==> config.mk <==
export PLATFORM = sky130hd
export DESIGN_NAME = ibex_pmc_unit_flat
export DESIGN_NICKNAME = d
export VERILOG_FILES = /design/src/rtl/ibex_pmc_unit_if.sv /design/src/rtl/ibex_pmc_unit.sv /design/src/flat_wrapper.sv
export SDC_FILE = /design/constraint.sdc
export NUM_CORES = 2
export LEC_CHECK = 0
export ABC_AREA = 1
export BUFFER_PORTS_ARGS = -buffer_cell sky130_fd_sc_hd__buf_2
export CORE_AREA = 2 2 319 321
export DETAILED_ROUTE_END_ITERATION = 6
export DIE_AREA = 0 0 321 323
export GPL_TIMING_DRIVEN = 1
export PLACE_DENSITY_LB_ADDON = 0.08
export SLEW_MARGIN = 20
export SYNTH_ARGS = -nofsm -noshare
export SYNTH_HDL_FRONTEND = slang
export SYNTH_SLANG_ARGS = --single-unit
export TNS_END_PERCENT = 100
==> constraint.sdc <==
create_clock -name clk_i -period 2.45 [get_ports clk_i]
set_input_delay 0.49 -clock clk_i [delete_from_list [all_inputs] [get_ports clk_i]]
set_output_delay 0.49 -clock clk_i [all_outputs]
set_load 0.02 [all_outputs]
==> src/rtl/ibex_pmc_unit_if.sv <==
// Request handshake and PMC register-file write port of the performance-monitor
// counter unit. The master side is ID/EX plus the RF arbitration inputs; the
// slave side is the counter unit.
interface ibex_pmc_unit_if #(
  parameter int unsigned NumCounters = 8
);
  localparam int unsigned IdxW = (NumCounters > 1) ? $clog2(NumCounters) : 1;

  // Request channel from ID/EX
  logic            req_valid_i;
  logic            req_ready_o;
  logic [1:0]      req_op_i;
  logic [IdxW-1:0] req_idx_i;
  logic            req_hi_i;
  logic [31:0]     req_wdata_i;
  logic [4:0]      req_waddr_i;

  // Higher-priority RF writers
  logic            rf_we_id_i;
  logic            rf_we_lsu_i;

  // PMC RF write port
  logic            rf_we_pmc_o;
  logic [4:0]      rf_waddr_pmc_o;
  logic [31:0]     rf_wdata_pmc_o;

  modport master (
    output req_valid_i, req_op_i, req_idx_i, req_hi_i, req_wdata_i, req_waddr_i,
    output rf_we_id_i, rf_we_lsu_i,
    input  req_ready_o, rf_we_pmc_o, rf_waddr_pmc_o, rf_wdata_pmc_o
  );

  modport slave (
    input  req_valid_i, req_op_i, req_idx_i, req_hi_i, req_wdata_i, req_waddr_i,
    input  rf_we_id_i, rf_we_lsu_i,
    output req_ready_o, rf_we_pmc_o, rf_waddr_pmc_o, rf_wdata_pmc_o
  );
endinterface

==> src/rtl/ibex_pmc_unit.sv <==
// Performance-monitor counter unit: NumCounters event counters with sticky
// wrap flags, serviced by read/write/clear requests. Read results go back to
// the register file through a PMC write port that yields to ID and LSU writes.
module ibex_pmc_unit #(
  parameter int unsigned NumCounters  = 8,
  parameter int unsigned CounterWidth = 64
) (
  input  logic                   clk_i,
  input  logic                   rst_i,
  input  logic [NumCounters-1:0] event_i,
  input  logic                   freeze_i,
  ibex_pmc_unit_if.slave         bus,
  output logic [NumCounters-1:0] overflow_o,
  output logic                   busy_o
);

  localparam int unsigned IdxW = (NumCounters > 1) ? $clog2(NumCounters) : 1;
  localparam int unsigned HiW  = CounterWidth - 32;

  localparam logic [1:0] OpRead  = 2'b00;
  localparam logic [1:0] OpWrite = 2'b01;
  localparam logic [1:0] OpClear = 2'b10;

  typedef enum logic [0:0] {StIdle, StResp} state_e;

  state_e                  state_q, state_d;
  logic [CounterWidth-1:0] cnt_q [NumCounters];
  logic [CounterWidth-1:0] cnt_d [NumCounters];
  logic [NumCounters-1:0]  ovf_q, ovf_d;
  logic [4:0]              res_addr_q, res_addr_d;
  logic [31:0]             res_data_q, res_data_d;

  logic        accept;
  logic        is_read, is_write, is_clear;
  logic        rf_we;
  logic [31:0] rd_val;

  assign accept   = bus.req_valid_i & (state_q == StIdle);
  assign is_read  = accept & (bus.req_op_i == OpRead);
  assign is_write = accept & (bus.req_op_i == OpWrite);
  assign is_clear = accept & (bus.req_op_i == OpClear);

  // PMC write only when neither ID nor LSU claims the RF port this cycle.
  assign rf_we = (state_q == StResp) & ~bus.rf_we_id_i & ~bus.rf_we_lsu_i;

  assign bus.req_ready_o    = (state_q == StIdle);
  assign bus.rf_we_pmc_o    = rf_we;
  assign bus.rf_waddr_pmc_o = res_addr_q;
  assign bus.rf_wdata_pmc_o = res_data_q;
  assign overflow_o         = ovf_q;
  assign busy_o             = (state_q == StResp);

  // Select the requested half of the pre-increment counter value
  always_comb begin
    rd_val = '0;
    for (int i = 0; i < NumCounters; i++) begin
      if (bus.req_idx_i == IdxW'(i)) begin
        if (bus.req_hi_i) begin
          rd_val = 32'(cnt_q[i][CounterWidth-1:32]);
        end else begin
          rd_val = cnt_q[i][31:0];
        end
      end
    end
  end

  // Counter and overflow next state; an accepted write/clear beats the event
  always_comb begin
    cnt_d = cnt_q;
    ovf_d = ovf_q;
    for (int i = 0; i < NumCounters; i++) begin
      if ((is_write || is_clear) && (bus.req_idx_i == IdxW'(i))) begin
        if (is_clear) begin
          cnt_d[i] = '0;
          ovf_d[i] = 1'b0;
        end else if (bus.req_hi_i) begin
          cnt_d[i][CounterWidth-1:32] = bus.req_wdata_i[HiW-1:0];
        end else begin
          cnt_d[i][31:0] = bus.req_wdata_i;
        end
      end else if (event_i[i] && !freeze_i) begin
        cnt_d[i] = cnt_q[i] + 1'b1;
        if (&cnt_q[i]) begin
          ovf_d[i] = 1'b1;
        end
      end
    end
  end

  // Response FSM and result capture
  always_comb begin
    state_d    = state_q;
    res_addr_d = res_addr_q;
    res_data_d = res_data_q;
    unique case (state_q)
      StIdle: begin
        // A read to x0 is accepted and silently retired in IDLE.
        if (is_read && (bus.req_waddr_i != 5'd0)) begin
          state_d    = StResp;
          res_addr_d = bus.req_waddr_i;
          res_data_d = rd_val;
        end
      end
      StResp: begin
        if (rf_we) begin
          state_d = StIdle;
        end
      end
      default: state_d = StIdle;
    endcase
  end

  // State registers with synchronous reset; reset drops any pending read
  always_ff @(posedge clk_i) begin
    if (rst_i) begin
      state_q    <= StIdle;
      ovf_q      <= '0;
      res_addr_q <= '0;
      res_data_q <= '0;
      for (int i = 0; i < NumCounters; i++) begin
        cnt_q[i] <= '0;
      end
    end else begin
      state_q    <= state_d;
      ovf_q      <= ovf_d;
      res_addr_q <= res_addr_d;
      res_data_q <= res_data_d;
      cnt_q      <= cnt_d;
    end
  end

endmodule
==> src/flat_wrapper.sv <==
// flat-port wrapper written by rule: the top's interface ports become plain ports
module ibex_pmc_unit_flat 
#(
  parameter int unsigned NumCounters  = 8,
  parameter int unsigned CounterWidth = 64
)
  (clk_i, rst_i, event_i, freeze_i, overflow_o, busy_o, bus_req_valid_i, bus_req_op_i, bus_req_idx_i, bus_req_hi_i, bus_req_wdata_i, bus_req_waddr_i, bus_rf_we_id_i, bus_rf_we_lsu_i, bus_req_ready_o, bus_rf_we_pmc_o, bus_rf_waddr_pmc_o, bus_rf_wdata_pmc_o);
  ibex_pmc_unit_if #(.NumCounters(NumCounters)) bus_i ();
  input  logic clk_i;
  input  logic rst_i;
  input  logic [NumCounters-1:0] event_i;
  input  logic freeze_i;
  output logic [NumCounters-1:0] overflow_o;
  output logic busy_o;
  input wire logic [$bits(bus_i.req_valid_i)-1:0] bus_req_valid_i;
  input wire logic [$bits(bus_i.req_op_i)-1:0] bus_req_op_i;
  input wire logic [$bits(bus_i.req_idx_i)-1:0] bus_req_idx_i;
  input wire logic [$bits(bus_i.req_hi_i)-1:0] bus_req_hi_i;
  input wire logic [$bits(bus_i.req_wdata_i)-1:0] bus_req_wdata_i;
  input wire logic [$bits(bus_i.req_waddr_i)-1:0] bus_req_waddr_i;
  input wire logic [$bits(bus_i.rf_we_id_i)-1:0] bus_rf_we_id_i;
  input wire logic [$bits(bus_i.rf_we_lsu_i)-1:0] bus_rf_we_lsu_i;
  output wire logic [$bits(bus_i.req_ready_o)-1:0] bus_req_ready_o;
  output wire logic [$bits(bus_i.rf_we_pmc_o)-1:0] bus_rf_we_pmc_o;
  output wire logic [$bits(bus_i.rf_waddr_pmc_o)-1:0] bus_rf_waddr_pmc_o;
  output wire logic [$bits(bus_i.rf_wdata_pmc_o)-1:0] bus_rf_wdata_pmc_o;
  assign bus_i.req_valid_i = bus_req_valid_i;
  assign bus_i.req_op_i = bus_req_op_i;
  assign bus_i.req_idx_i = bus_req_idx_i;
  assign bus_i.req_hi_i = bus_req_hi_i;
  assign bus_i.req_wdata_i = bus_req_wdata_i;
  assign bus_i.req_waddr_i = bus_req_waddr_i;
  assign bus_i.rf_we_id_i = bus_rf_we_id_i;
  assign bus_i.rf_we_lsu_i = bus_rf_we_lsu_i;
  assign bus_req_ready_o = bus_i.req_ready_o;
  assign bus_rf_we_pmc_o = bus_i.rf_we_pmc_o;
  assign bus_rf_waddr_pmc_o = bus_i.rf_waddr_pmc_o;
  assign bus_rf_wdata_pmc_o = bus_i.rf_wdata_pmc_o;
  ibex_pmc_unit #(.NumCounters(NumCounters), .CounterWidth(CounterWidth)) u_core (.clk_i(clk_i), .rst_i(rst_i), .event_i(event_i), .freeze_i(freeze_i), .bus(bus_i), .overflow_o(overflow_o), .busy_o(busy_o));
endmodule
==> results.yml <==
critical_path:
  r2r_end: "u_core.overflow_o[5]"
  crit_start: "u_core.cnt_q[129]"
  endpoint_kind: "flip-flop"
  path_cells: "ha_1, inv_1, nor2_1, nand2_1, nor2_1, nand2_1, o21ai_0, nand2_1, nand2_1, a21oi_1"
  crit_path_start_kind: "flip-flop"
  crit_end: "u_core.overflow_o[5]"
  cpMostUsedCell: "nand2_1"
  r2r_slack_ns: 0.20
  cp_top_family: "simple AND/OR/NAND/NOR gates"
  critPathKind: "reg2reg"
  cp.arrival_ns: 2.77
  critPathMaxStageDelay_ns: 0.43
  cp_slowest_cell: "dfxtp_1"
  cp.required_ns: 2.98
  worst-path-buf-inv: 1
  reg2reg_from: "u_core.cnt_q[129]"
  rr_worst_depth: 10
  critPathMaxFanout: 5
  crit_cells: 10
cts:
  clk_latency_ns: 0.68
  cts_made_buffers: 76
  cts_buffer_depth: 3
  cts_sinks: 558
  clk_pin_slew_worst_paths_ns: 0.06
  cts_tree: "built"
  cts_root_buf: "clkbuf_16"
  post_cts_buffers: 0
  ctsHoldBuffers: 0
  htreeDepth: 3
power:
  p_sw_uw: 9560
  seq_power_share_pct: 38.2
  power.density_mw_per_mm2: 540
  leakage_uw: 0.0203
  p_comb_share_pct: 18.6
  switching_share_pct: 33.7
  p_int_uw: 18800
  ir_drop_mv: 0.564
  clkPwrFrac_pct: 43.2
floorplan:
  dieArea_mm2: 0.104
  dieHeight_um: 323
  io_pins: 105
  start_util_pct: 44.6
  fp-row-count: 117
  die_w_um: 321
  core_mm2: 0.101
sta:
  fmax_mhz: 445
  tightest_slew_ns: 0.743
  setup_viol: 0
  period_needed_ns: 2.25
  setup_slack_ns: 0.202
  rsz0062_at_grt: "no"
  slew_viol_final: 0
  relSlewSlack_pct: 49.9
  finalHoldViolations: 0
  fin_crit_sh_pct: 91.8
  finClkSkew_ns: 0.0323
synthesis:
  syn_inst: 8528
  synthTopCellsByArea: "nand2_1 (26%), dfxtp_1 (25%), nor2_1 (16%)"
  yosys.area.top_type_share_pct: 25.9
  synth_cell_types: 39
  ys_ff_latch: 558
  yosys.area.top_type: "nand2_1"
  synth_sequential_area_ratio_pct: 24.9
  syn-num-nets: 8593
  yosysWarnings: 0
  syn_avg_cell_area_um2: 5.27
  synthesis.area_mm2: 0.0449
routing:
  drt-total-wl_um: 233000
  num_vias: 58200
  drc: 0
  wl_per_cell_um: 23.0
  viasPerCell: 5.76
  drt_iter0_drc: 7363
  dr.pass1.iters: 7
  ant_nets: 0
finish:
  mostFrequentLayoutCells: "nand2_1 (3091), nor2_1 (1893), a21oi_1 (686), o21ai_0 (627), inv_1 (562)"
  nets: 8791
  layout-drive-gt1-share_pct: 7.14
  fillCellCount: 10800
  multi_input_area_mm2: 0.0304
  layoutNonFillerInstCount: 10100
  area_growth_pct: 16.8
  register_area_mm2: 0.0112
  final_common_cell: "nand2_1"
grt:
  grt_usage_pct: 43.3
  grt_pass1_vias: 51400
  antenna_found_initial: 17
  overflow: 0
  grt_pass1_wl_um: 335000
  grt_max_degree: 94
placement:
  place_ws_ns: -0.0457
  gp_congestion: 1.07
  portBuffers: 104
  placed_cells: 9957
  hpwl_um: 174000
worst_hold_path:
  hold_class: "in2reg"
run_status:
  status: "finished clean"
job:
  drv_cap: 0
## worst min-delay path, cell delays in order
cell and delay (ns):
buf_2 0.09, inv_1 0.06, a21oi_1 0.06
## worst min path at each step
stage	start	to	slack [ns]	depth (start not counted)
2_1_floorplan	u_core.cnt_q[1]	u_core.cnt_q[1]	0.47	2
5_1_grt	bus_req_waddr_i[4]	u_core.bus.rf_waddr_pmc_o[4]	0.06	3
6_report	bus_req_waddr_i[4]	u_core.bus.rf_waddr_pmc_o[4]	0.07	3
3_5_place_dp	u_core.overflow_o[4]	u_core.overflow_o[4]	0.45	2
3_3_place_gp	u_core.overflow_o[4]	u_core.overflow_o[4]	0.44	2
4_1_cts	bus_req_waddr_i[4]	u_core.bus.rf_waddr_pmc_o[4]	0.05	3
## repair_timing
item	CTS	global route
gates resized for setup	0	3
endpoints found under the setup margin	0	3
hold endpoints to repair	0	0
## power groups by stage
stage | clock network [uW] | logic [uW] | registers [uW]
2_1_floorplan | 0 | 2890 | 10500
3_3_place_gp | 0 | 5010 | 10900
3_5_place_dp | 0 | 5090 | 10900
4_1_cts | 12300 | 5120 | 10700
5_1_grt | 12600 | 5690 | 10900
6_report | 12200 | 5270 | 10800
## cell usage after synthesis, drive strengths merged
master / instances
a211oi: 21
a21oi: 686
a31oi: 12
and3: 1
buf: 80
clkbuf: 263
clkinv: 3
dfxtp: 558
ha: 8
inv: 575
nand2: 3096
nand3: 190
nand3b: 2
nand4: 161
nor2: 1896
nor3: 83
nor3b: 3
nor4: 1
o211ai: 64
o21a: 1
o21ai: 662
o21bai: 1
o22ai: 3
o31a: 2
or2: 1
xnor2: 7
xor2: 148
## state kept, by name, summed over array words and instances, names as in the netlist
register / count
u_core.overflow_o: 8
u_core.cnt_q: 512
u_core.bus.rf_wdata_pmc_o: 32
u_core.busy_o: 1
u_core.bus.rf_waddr_pmc_o: 5
## cell type report
type	count	area share (%)
multi-input combinational	7049	57.9
sequential	558	21.3
timing repair buffer	463	8.44
clock buffer	112	4.29
inverter	578	4.16
tap	1309	3.12
clock inverter	24	0.737
antenna	15	0.0715
## stage by stage
step | util (%) | hold slack (ns) | cell area [um^2] | power [uW] | TNS [ns]
6_report | 52.1 | 0.0663 | 52500 | 28300 | 0
2_1_floorplan | - | 0.475 | 44900 | 13400 | 0
3_3_place_gp | 49.4 | 0.445 | 49800 | 15900 | 0
4_1_cts | 52.1 | 0.0502 | 52400 | 28100 | 0
5_1_grt | 52.1 | 0.0626 | 52400 | 29100 | 0
3_5_place_dp | 49.4 | 0.448 | 49800 | 16000 | -0.228
## cell families after synthesis
logic type,synth area share [%]
and+or+nand+nor,47.2
AOI/OAI and AO/OA,16.8
buffers and inverters,7.85
DFF,24.9
xor gates and xnor gates,3.02
adders and majority gates,0.223
## layer usage
layer  vias to the layer above  global-route usage, %  share of wire [%]
li1                      27600                      -                  -
met1                     26800                   56.5                 40
met2                      3231                   64.6                 42
met3                       610                   9.02                 10
met4                         2                   28.6                7.4
met5                         -                      0             0.0043
Note: power is estimated with default switching activity, not from simulation.
